## src/rtl/mux_scan_ctrl.sv

```systemverilog
// Sequences the 4:1 mux select through enabled channels, samples y after a settle dwell, publishes a 4-bit snapshot per frame.
// Latency: first sample_valid DWELL+2 cycles after start; frame = N*(DWELL+1) cycles (DWELL+3 per channel with MUX_SCAN_DEGLITCH_EN).
// Backpressure: none; start is ignored while busy, stop takes effect at the end of the current frame.
module mux_scan_ctrl #(
    parameter int DWELL      = 4,
    parameter bit CONTINUOUS = 1'b1
) (
    input  logic       clk,
    input  logic       rst,
    input  logic       start,
    input  logic       stop,
    input  logic [3:0] ch_mask,
    input  logic       y,
    output logic       s1,
    output logic       s0,
    output logic       busy,
    output logic       sample_valid,
    output logic [1:0] sample_ch,
    output logic       sample_bit,
    output logic       frame_done,
    output logic [3:0] snap
);

    localparam logic [1:0] ST_IDLE   = 2'd0;
    localparam logic [1:0] ST_SETTLE = 2'd1;
    localparam logic [1:0] ST_SAMPLE = 2'd2;
    localparam int         CW        = $clog2(DWELL + 1);

    logic [1:0]    state;
    logic [1:0]    ch;
    logic [3:0]    mask_q;
    logic          stop_q;
    logic [3:0]    acc;
    logic [3:0]    acc_merged;
    logic [CW-1:0] cnt;
    logic          sample_last;
    logic          bit_now;

    function automatic logic [1:0] lowest_ch(input logic [3:0] m);
        logic [1:0] r;
        r = 2'd0;
        for (int i = 3; i >= 0; i--)
            if (m[i]) r = 2'(i);
        return r;
    endfunction

    function automatic logic [1:0] highest_ch(input logic [3:0] m);
        logic [1:0] r;
        r = 2'd0;
        for (int i = 0; i <= 3; i++)
            if (m[i]) r = 2'(i);
        return r;
    endfunction

    // Next higher enabled index, wrapping; returns c itself when it is the only one.
    function automatic logic [1:0] next_ch(input logic [3:0] m, input logic [1:0] c);
        logic [1:0] r;
        logic [1:0] idx;
        r = c;
        for (int k = 3; k >= 1; k--) begin
            idx = c + 2'(k);
            if (m[idx]) r = idx;
        end
        return r;
    endfunction

`ifdef MUX_SCAN_DEGLITCH_EN
    logic [1:0] sub_cnt;
    logic [1:0] votes;

    assign sample_last = (sub_cnt == 2'd2);
    assign bit_now     = (votes[0] & votes[1]) | (votes[0] & y) | (votes[1] & y);

    always_ff @(posedge clk or posedge rst) begin
        if (rst) begin
            sub_cnt <= 2'd0;
            votes   <= 2'd0;
        end else if (state == ST_SAMPLE) begin
            if (sample_last) begin
                sub_cnt <= 2'd0;
            end else begin
                votes[sub_cnt[0]] <= y;
                sub_cnt           <= sub_cnt + 2'd1;
            end
        end
    end
`else
    assign sample_last = 1'b1;
    assign bit_now     = y;
`endif

    assign {s1, s0} = ch;
    assign busy     = (state != ST_IDLE);

    always_comb begin
        acc_merged     = acc;
        acc_merged[ch] = bit_now;
    end

    always_ff @(posedge clk or posedge rst) begin
        if (rst) begin
            state        <= ST_IDLE;
            ch           <= 2'd0;
            mask_q       <= 4'd0;
            stop_q       <= 1'b0;
            acc          <= 4'd0;
            cnt          <= '0;
            sample_valid <= 1'b0;
            sample_ch    <= 2'd0;
            sample_bit   <= 1'b0;
            frame_done   <= 1'b0;
            snap         <= 4'd0;
        end else begin
            sample_valid <= 1'b0;
            frame_done   <= 1'b0;
            case (state)
                ST_IDLE: begin
                    if (start && (ch_mask != 4'd0)) begin
                        mask_q <= ch_mask;
                        ch     <= lowest_ch(ch_mask);
                        acc    <= 4'd0;
                        cnt    <= '0;
                        stop_q <= stop;
                        state  <= ST_SETTLE;
                    end
                end
                ST_SETTLE: begin
                    if (stop) stop_q <= 1'b1;
                    if (cnt == CW'(DWELL - 1)) begin
                        cnt   <= '0;
                        state <= ST_SAMPLE;
                    end else begin
                        cnt <= cnt + CW'(1);
                    end
                end
                ST_SAMPLE: begin
                    if (stop) stop_q <= 1'b1;
                    if (sample_last) begin
                        sample_valid <= 1'b1;
                        sample_ch    <= ch;
                        sample_bit   <= bit_now;
                        if (ch == highest_ch(mask_q)) begin
                            snap       <= acc_merged;
                            frame_done <= 1'b1;
                            acc        <= 4'd0;
                            // A stop arriving in the final sample cycle still ends this frame.
                            if (stop_q || stop || !CONTINUOUS) begin
                                stop_q <= 1'b0;
                                state  <= ST_IDLE;
                            end else begin
                                ch    <= next_ch(mask_q, ch);
                                state <= ST_SETTLE;
                            end
                        end else begin
                            acc[ch] <= bit_now;
                            ch      <= next_ch(mask_q, ch);
                            state   <= ST_SETTLE;
                        end
                    end
                end
                default: state <= ST_IDLE;
            endcase
        end
    end

endmodule
```

## config.mk

```make
export PLATFORM = sky130hd
export DESIGN_NAME = mux_scan_ctrl
export DESIGN_NICKNAME = d
export VERILOG_FILES = /design/src/rtl/mux_scan_ctrl.sv
export SDC_FILE = /design/constraint.sdc
export NUM_CORES = 1
export LEC_CHECK = 0
export CAP_MARGIN = 20
export CORE_ASPECT_RATIO = 2
export CORE_MARGIN = 2
export CORE_UTILIZATION = 25
export CTS_BUF_LIST = sky130_fd_sc_hd__clkbuf_16
export DETAILED_ROUTE_END_ITERATION = 16
export GPL_TIMING_DRIVEN = 0
export HOLD_SLACK_MARGIN = 0.1
export PLACE_DENSITY = 0.48
export SLEW_MARGIN = 20
export SYNTH_ARGS = -nofsm -noshare
export SYNTH_HDL_FRONTEND = slang
export SYNTH_SLANG_ARGS = --single-unit
```

## constraint.sdc

```tcl
create_clock -name clk -period 2.8 [get_ports clk]
set_input_delay 0.56 -clock clk [delete_from_list [all_inputs] [get_ports clk]]
set_output_delay 0.56 -clock clk [all_outputs]
set_load 0.02 [all_outputs]
```

==> impl_metrics.py <==
metrics = {
    "clocking": {
        "cts_made_buffers": 3,
        "hold_buffers": 0,
        "clockBufferDepth": 2,
        "cts_setup_buffers": 0,
        "cts_tree": "built",
        "cts-htree-levels": 1,
        "path_clk_slew_ns": 0.06,
        "clock-root-buffer": "clkbuf_16",
        "clock-sinks": 25,
        "cts_resized": 0,
        "clkLatencyLatePin_ns": 0.26,
    },
    "worst_setup_path": {
        "crit_fanout": 7,
        "cp-start-kind": "input pin",
        "worstPathCellList": "clkdlybuf4s50_1 > or4_1 > nand3_2 > o21ai_0 > o211ai_2 > mux2_1",
        "crit_buf_inv": 1,
        "ff2ff_path_depth": 8,
        "path_delay_family": "simple AND/OR/NAND/NOR gates",
        "critical-path-max-stage-delay_ns": 0.62,
        "slowest_stage": "or4_1",
        "cp.arrival_ns": 2.51,
        "end_kind": "flop",
        "path_depth": 6,
        "critPathKind": "in2reg",
        "crit_required_ns": 2.93,
    },
    "die": {
        "fp.dieW_um": 58.6,
        "fp-row-count": 39,
        "initial_core_util_pct": 25.9,
        "dieArea_mm2": 0.00663,
        "die_y_um": 113,
        "pin_count": 21,
        "core-area_mm2": 0.00576,
    },
    "grt": {
        "grt_start_max_net_pins": 26,
        "grt_pass1_wl_um": 6110,
        "overflow": 0,
        "antenna_found_initial": 0,
        "grt_pass1_vias": 1267,
        "grtUsageTotal_pct": 12.1,
    },
    "cells_and_area": {
        "num_antenna_cells": 0,
        "final_layout_size_suffix_gt1_share_pct": 10.8,
        "final_nets": 195,
        "post-route-util_pct": 31.9,
        "syn_to_final_growth_pct": 23.2,
    },
    "sta": {
        "fin_crit_ns": 2.37,
        "tns_ns": 0,
        "skew_ns": 0.00335,
        "rsz0062_at_grt": "no",
        "setup_violations": 0,
        "tightest_slew_ns": 0.708,
        "hold_ws_ns": 0.483,
        "drv_slew": 0,
        "fmax_ghz": 0.421,
        "fin_crit_sh_pct": 84.8,
        "slew_headroom_pct": 52.4,
        "hold_viol": 0,
    },
    "synth": {
        "synth_warnings": 0,
        "synth_top_family_by_area": "simple AND/OR/NAND/NOR gates",
        "syn_avg_cell_area_um2": 9.74,
        "yosys-top-cells-count": "dfrtp_1, o21ai_0, nand2_1",
        "synthArstFlopShare_pct": 100,
        "ys_seq_area_share_pct": 42.0,
        "syn-cell-area_mm2": 0.00149,
        "synth_area_leaders": "dfrtp_1, ha_1, mux2i_1",
        "synth_adder_area_share_pct": 7.56,
        "synth_nets": 171,
        "yosys_most_used_dff": "dfrtp_1",
        "synth_mux_area_share_pct": 10.7,
        "synth_top_area_cell": "dfrtp_1",
        "yosys.area_share.simple_pct": 18.1,
        "synth-xor-area-share_pct": 0.588,
        "ys_seq_elements": 25,
        "synth_top_area_share_pct": 42.0,
        "syn_inst": 153,
        "synth-edff-count": 0,
        "synth.most_common_cell": "dfrtp_1",
        "ys_types": 46,
        "synth_compound_area_share_pct": 16.9,
    },
    "pwr": {
        "peakVddDrop_mv": 0.392,
        "leakagePower_uw": 0.000788,
        "p_total_uw": 2090,
        "cellPowerDensity_mw_per_mm2": 1140,
    },
    "routing": {
        "drt_pass1_iterations": 12,
        "drt_iter0_markers": 49,
        "drc_errors": 1,
        "totalWireLength_um": 3560,
        "via_count": 1187,
        "antenna_left": 0,
        "wl_per_cell_um": 15.0,
        "via_per_inst": 5.01,
    },
    "run_status": {
        "violations": "design-rule violations",
        "status": "finished with violations",
    },
    "hold_path": {
        "worstHoldPathCells": 2,
        "min_path_type": "reg2reg",
    },
    "placed_design": {
        "io_buffers": 19,
        "gp_congestion": 0.804,
        "hpwlAfterDp_um": 2730,
    },
    "job": {
        "maxCapViolations": 0,
    },
}
## stage by stage
stage | setup slack (ns) | area, um^2 | instances
2_1_floorplan | 0.733 | 1490 | 153
3_3_place_gp | 0.127 | 1760 | 233
3_5_place_dp | 0.127 | 1760 | 233
5_1_grt | 0.252 | 1840 | 237
4_1_cts | 0.399 | 1840 | 237
6_report | 0.427 | 1840 | 237
## report_power, final
group	total, uW	switching (uW)	internal [uW]	leakage [uW]
Combinational	1130	620	509	0.000423
Clock	320	129	191	0.0000423
Sequential	637	131	507	0.000322
## metal layers
layer,wire length (um),up-vias,global-route usage (%)
met5,0,-,0
met4,76,0,5.00
met3,101,5,1.37
met2,2020,21,23.4
met1,1360,566,12.4
li1,-,595,-
## cells in the final DEF, fill, tap and decap left out, drive strengths merged, types with 2 or more instances in the layout
cell            n
clkdlybuf4s50  19
nand3b          4
a41oi           2
o21ai          15
o41ai           2
or4             2
nor3            2
buf             3
nor4            2
nor2            8
inv            12
nand2          13
ha              9
nor2b           2
a21oi           5
nand2b          2
mux2            7
mux2i           8
dfrtp          25
a21boi          2
a31oi           2
nand3          10
clkbuf          5
## path summary, 6_finish.rpt
check	from	end	slack (ns)
max in group asynchronous	rst	snap[1]	1.78
worst min register to register	snap[3]	snap[3]	0.48
min in group asynchronous	rst	sample_valid	0.66
worst min-delay path	snap[3]	snap[3]	0.48
worst max-delay path	ch_mask[0]	ch[1]	0.43
worst max register to register	ch[1]	ch[1]	0.50
## cell type report
class	instances	area, um^2
sequential	25	626
fill	615	3920
inverter	11	41.3
multi-input combinational	112	801
timing repair buffer	19	190
buffer	5	22.5
clock buffer	3	75.1
clock inverter	1	3.75
tap	61	76.3
## worst min-delay path, delay by kind of cell (launching register included)
kind	cells	cell delay, ns
AOI/OAI and AO/OA	1	0.06
and+or+nand+nor	1	0.04
DFF	1	0.34
## cell families (layout without fill, tap and decap cells)
family	Yosys count	in the layout
simple gates	49	49
xor+xnor	1	1
buf+inv	16	39
fa+ha+maj	9	9
compound gates	38	38
mux	15	15
flops	25	25
## state kept, by name, indices dropped and copies added, names as in the netlist
signal        cells
snap              4
acc               4
cnt               3
frame_done        1
mask_q            4
stop_q            1
ch                2
sample_valid      1
sample_bit        1
state             2
sample_ch         2
(Power assumes the default switching activity.)
==> variant, RTL diff (config.mk and constraints unchanged) <==
`DWELL`: 4 -> 2.
--- a/src/rtl/mux_scan_ctrl.sv
+++ b/src/rtl/mux_scan_ctrl.sv
@@ -2,7 +2,7 @@
 // Latency: first sample_valid DWELL+2 cycles after start; frame = N*(DWELL+1) cycles (DWELL+3 per channel with MUX_SCAN_DEGLITCH_EN).
 // Backpressure: none; start is ignored while busy, stop takes effect at the end of the current frame.
 module mux_scan_ctrl #(
-    parameter int DWELL      = 4,
+    parameter int DWELL      = 2,
     parameter bit CONTINUOUS = 1'b1
 ) (
     input  logic       clk,
Check against the original RTL: not equivalent (Yosys sat finds a counterexample within 10 cycles, from zero or initial values and one cycle with rst high).
==> variant against the original RTL <==
Hold slack improved by 0.00093 ns. Synthesized area down 2.4%. Power decreased by 1.3%. Largest cell class unchanged. Via count shrank 8.3%. Worst setup slack got worse by 0.090 ns. Highest routed layer unchanged. Sequential cell count shrank 1. Final area decreased by 1.4%. Routed wire length fell by 6.7%. Clock power fell by 3%. Die area is 2.2% lower.
==> variant: results (changes against the original RTL) <==
metric,value,unit,change
grt.total_usage,0.115,,-0.00624
yosysUniqueCellTypes,39,,-15%
routedWlPerCell,15.2,um,+1.4%
viasPerCell,5.00,,-0.26%
globalplace.congestion,0.727,,-9.6%
dp_slack,0.384,ns,+0.257 ns
cts_resized,0,,unchanged
arrival,1.90,ns,-0.61 ns
place_area,0.00173,mm2,-1.4%
vias,1089,,-8.3%
ctsLongestPathBuffers,2,,unchanged
grt_max_degree,25,,-3.8%
setup_slack,0.337,ns,-0.0904 ns
synth_common_cells,"dfrtp_1, o21ai_0, ha_1, inv_1, nor2_1",,
p_leak,0.751,nW,-4.7%
cts-root-buf,clkbuf_16,,
async_reset_ff_frac,1.00,,unchanged
tightestPinTransition,0.936,ns,+0.228 ns
dp.cells,214,,-8.2%
antenna_found_initial,0,,unchanged
diodes,0,,unchanged
finalClockSkew,0.00187,ns,-0.00148 ns
drtIter0Drc,24,,-51%
fin_nets,177,,-9.2%
hp-class,flip-flop to flip-flop,,
top_regs,"acc (4), mask_q (4), snap (4)",,
n_fill_cell,579,,-5.9%
final_area,0.00181,mm2,-1.4%
numCtsBuffers,3,,unchanged
reg2reg_setup_slack,0.50,ns,about the same
endpoint,busy,,
regToRegStartpoint,ch[0],,
netlist_top_cells_area,"dfrtp_1, ha_1, mux2_2, o21ai_0, mux2i_1",,
seq_area_frac_synth,0.413,,-0.00709
cts-htree-levels,1,,unchanged
outcome,"finished, final reports clean",,
drive_gt1_frac,0.178,,+0.0704
netlist_instances,133,,-13%
post-cts-setup-buffers,0,,unchanged
dp_hpwl,2650,um,-3.1%
clkLatencyLatePin,0.26,ns,about the same
grt_pass1_vias,1210,,-4.5%
yosysWarningCount,0,,unchanged
portBuffers,20,,+1
first_pass_iters,4,,-8
r2r_cells,8,,unchanged
synthesis.nets,152,,-11%
grt_pass1_wl,5750,um,-5.9%
max-vdd-ir-drop,428,uV,+9.2%
critPathLaunch,state[0],,
## variant: how the worst min path moves through the flow
stage	start	slack, ns	cells after the start	endpoint
final	cnt[1]	0.48	1	cnt[1]
after global routing	acc[2]	0.51	1	acc[2]
after CTS	cnt[1]	0.49	1	cnt[1]
after detailed placement	cnt[1]	0.48	1	cnt[1]
after global placement	cnt[1]	0.46	1	cnt[1]
after floorplan	cnt[1]	0.45	1	cnt[1]
## variant: metal layers
| layer | GRT usage | vias to the layer above | routed length (um) |
|---|---|---|---|
| met5 | 0 | - | 0 |
| met4 | 0.0419 | 0 | 55 |
| met3 | 0.0186 | 5 | 79 |
| met2 | 0.224 | 14 | 2030 |
| met1 | 0.114 | 536 | 1150 |
| li1 | - | 534 | - |
## variant: cell type report
class | count | area share
buffer | 4 | 0.0117
clock buffer | 3 | 0.0415
clock inverter | 1 | 0.00207
inverter | 8 | 0.0166
multi-input combinational | 97 | 0.444
sequential | 24 | 0.332
tap | 61 | 0.0422
timing repair buffer | 20 | 0.111
## variant: logic make-up after synthesis
| kind of cell | Yosys count | synth area share |
|---|---|---|
| compound gates | 40 | 0.196 |
| xor+xnor | 1 | 0.00602 |
| fa+ha+maj | 10 | 0.0860 |
| buf+inv | 12 | 0.0353 |
| flops | 24 | 0.413 |
| mux | 17 | 0.147 |
| simple gates | 29 | 0.117 |
## variant: critical path, cell delays in order, from the launching register on
cell and delay [ns]:
dfrtp_1 0.45, inv_1 0.09, ha_1 0.30, inv_1 0.17, clkdlybuf4s50_1 0.63
## variant: power by group
part	leakage, nW	switching, mW	internal, mW
Combinational	0.413	0.570	0.554
Sequential	0.300	0.141	0.482
Clock	0.0385	0.121	0.191
Total	0.751	0.832	1.23
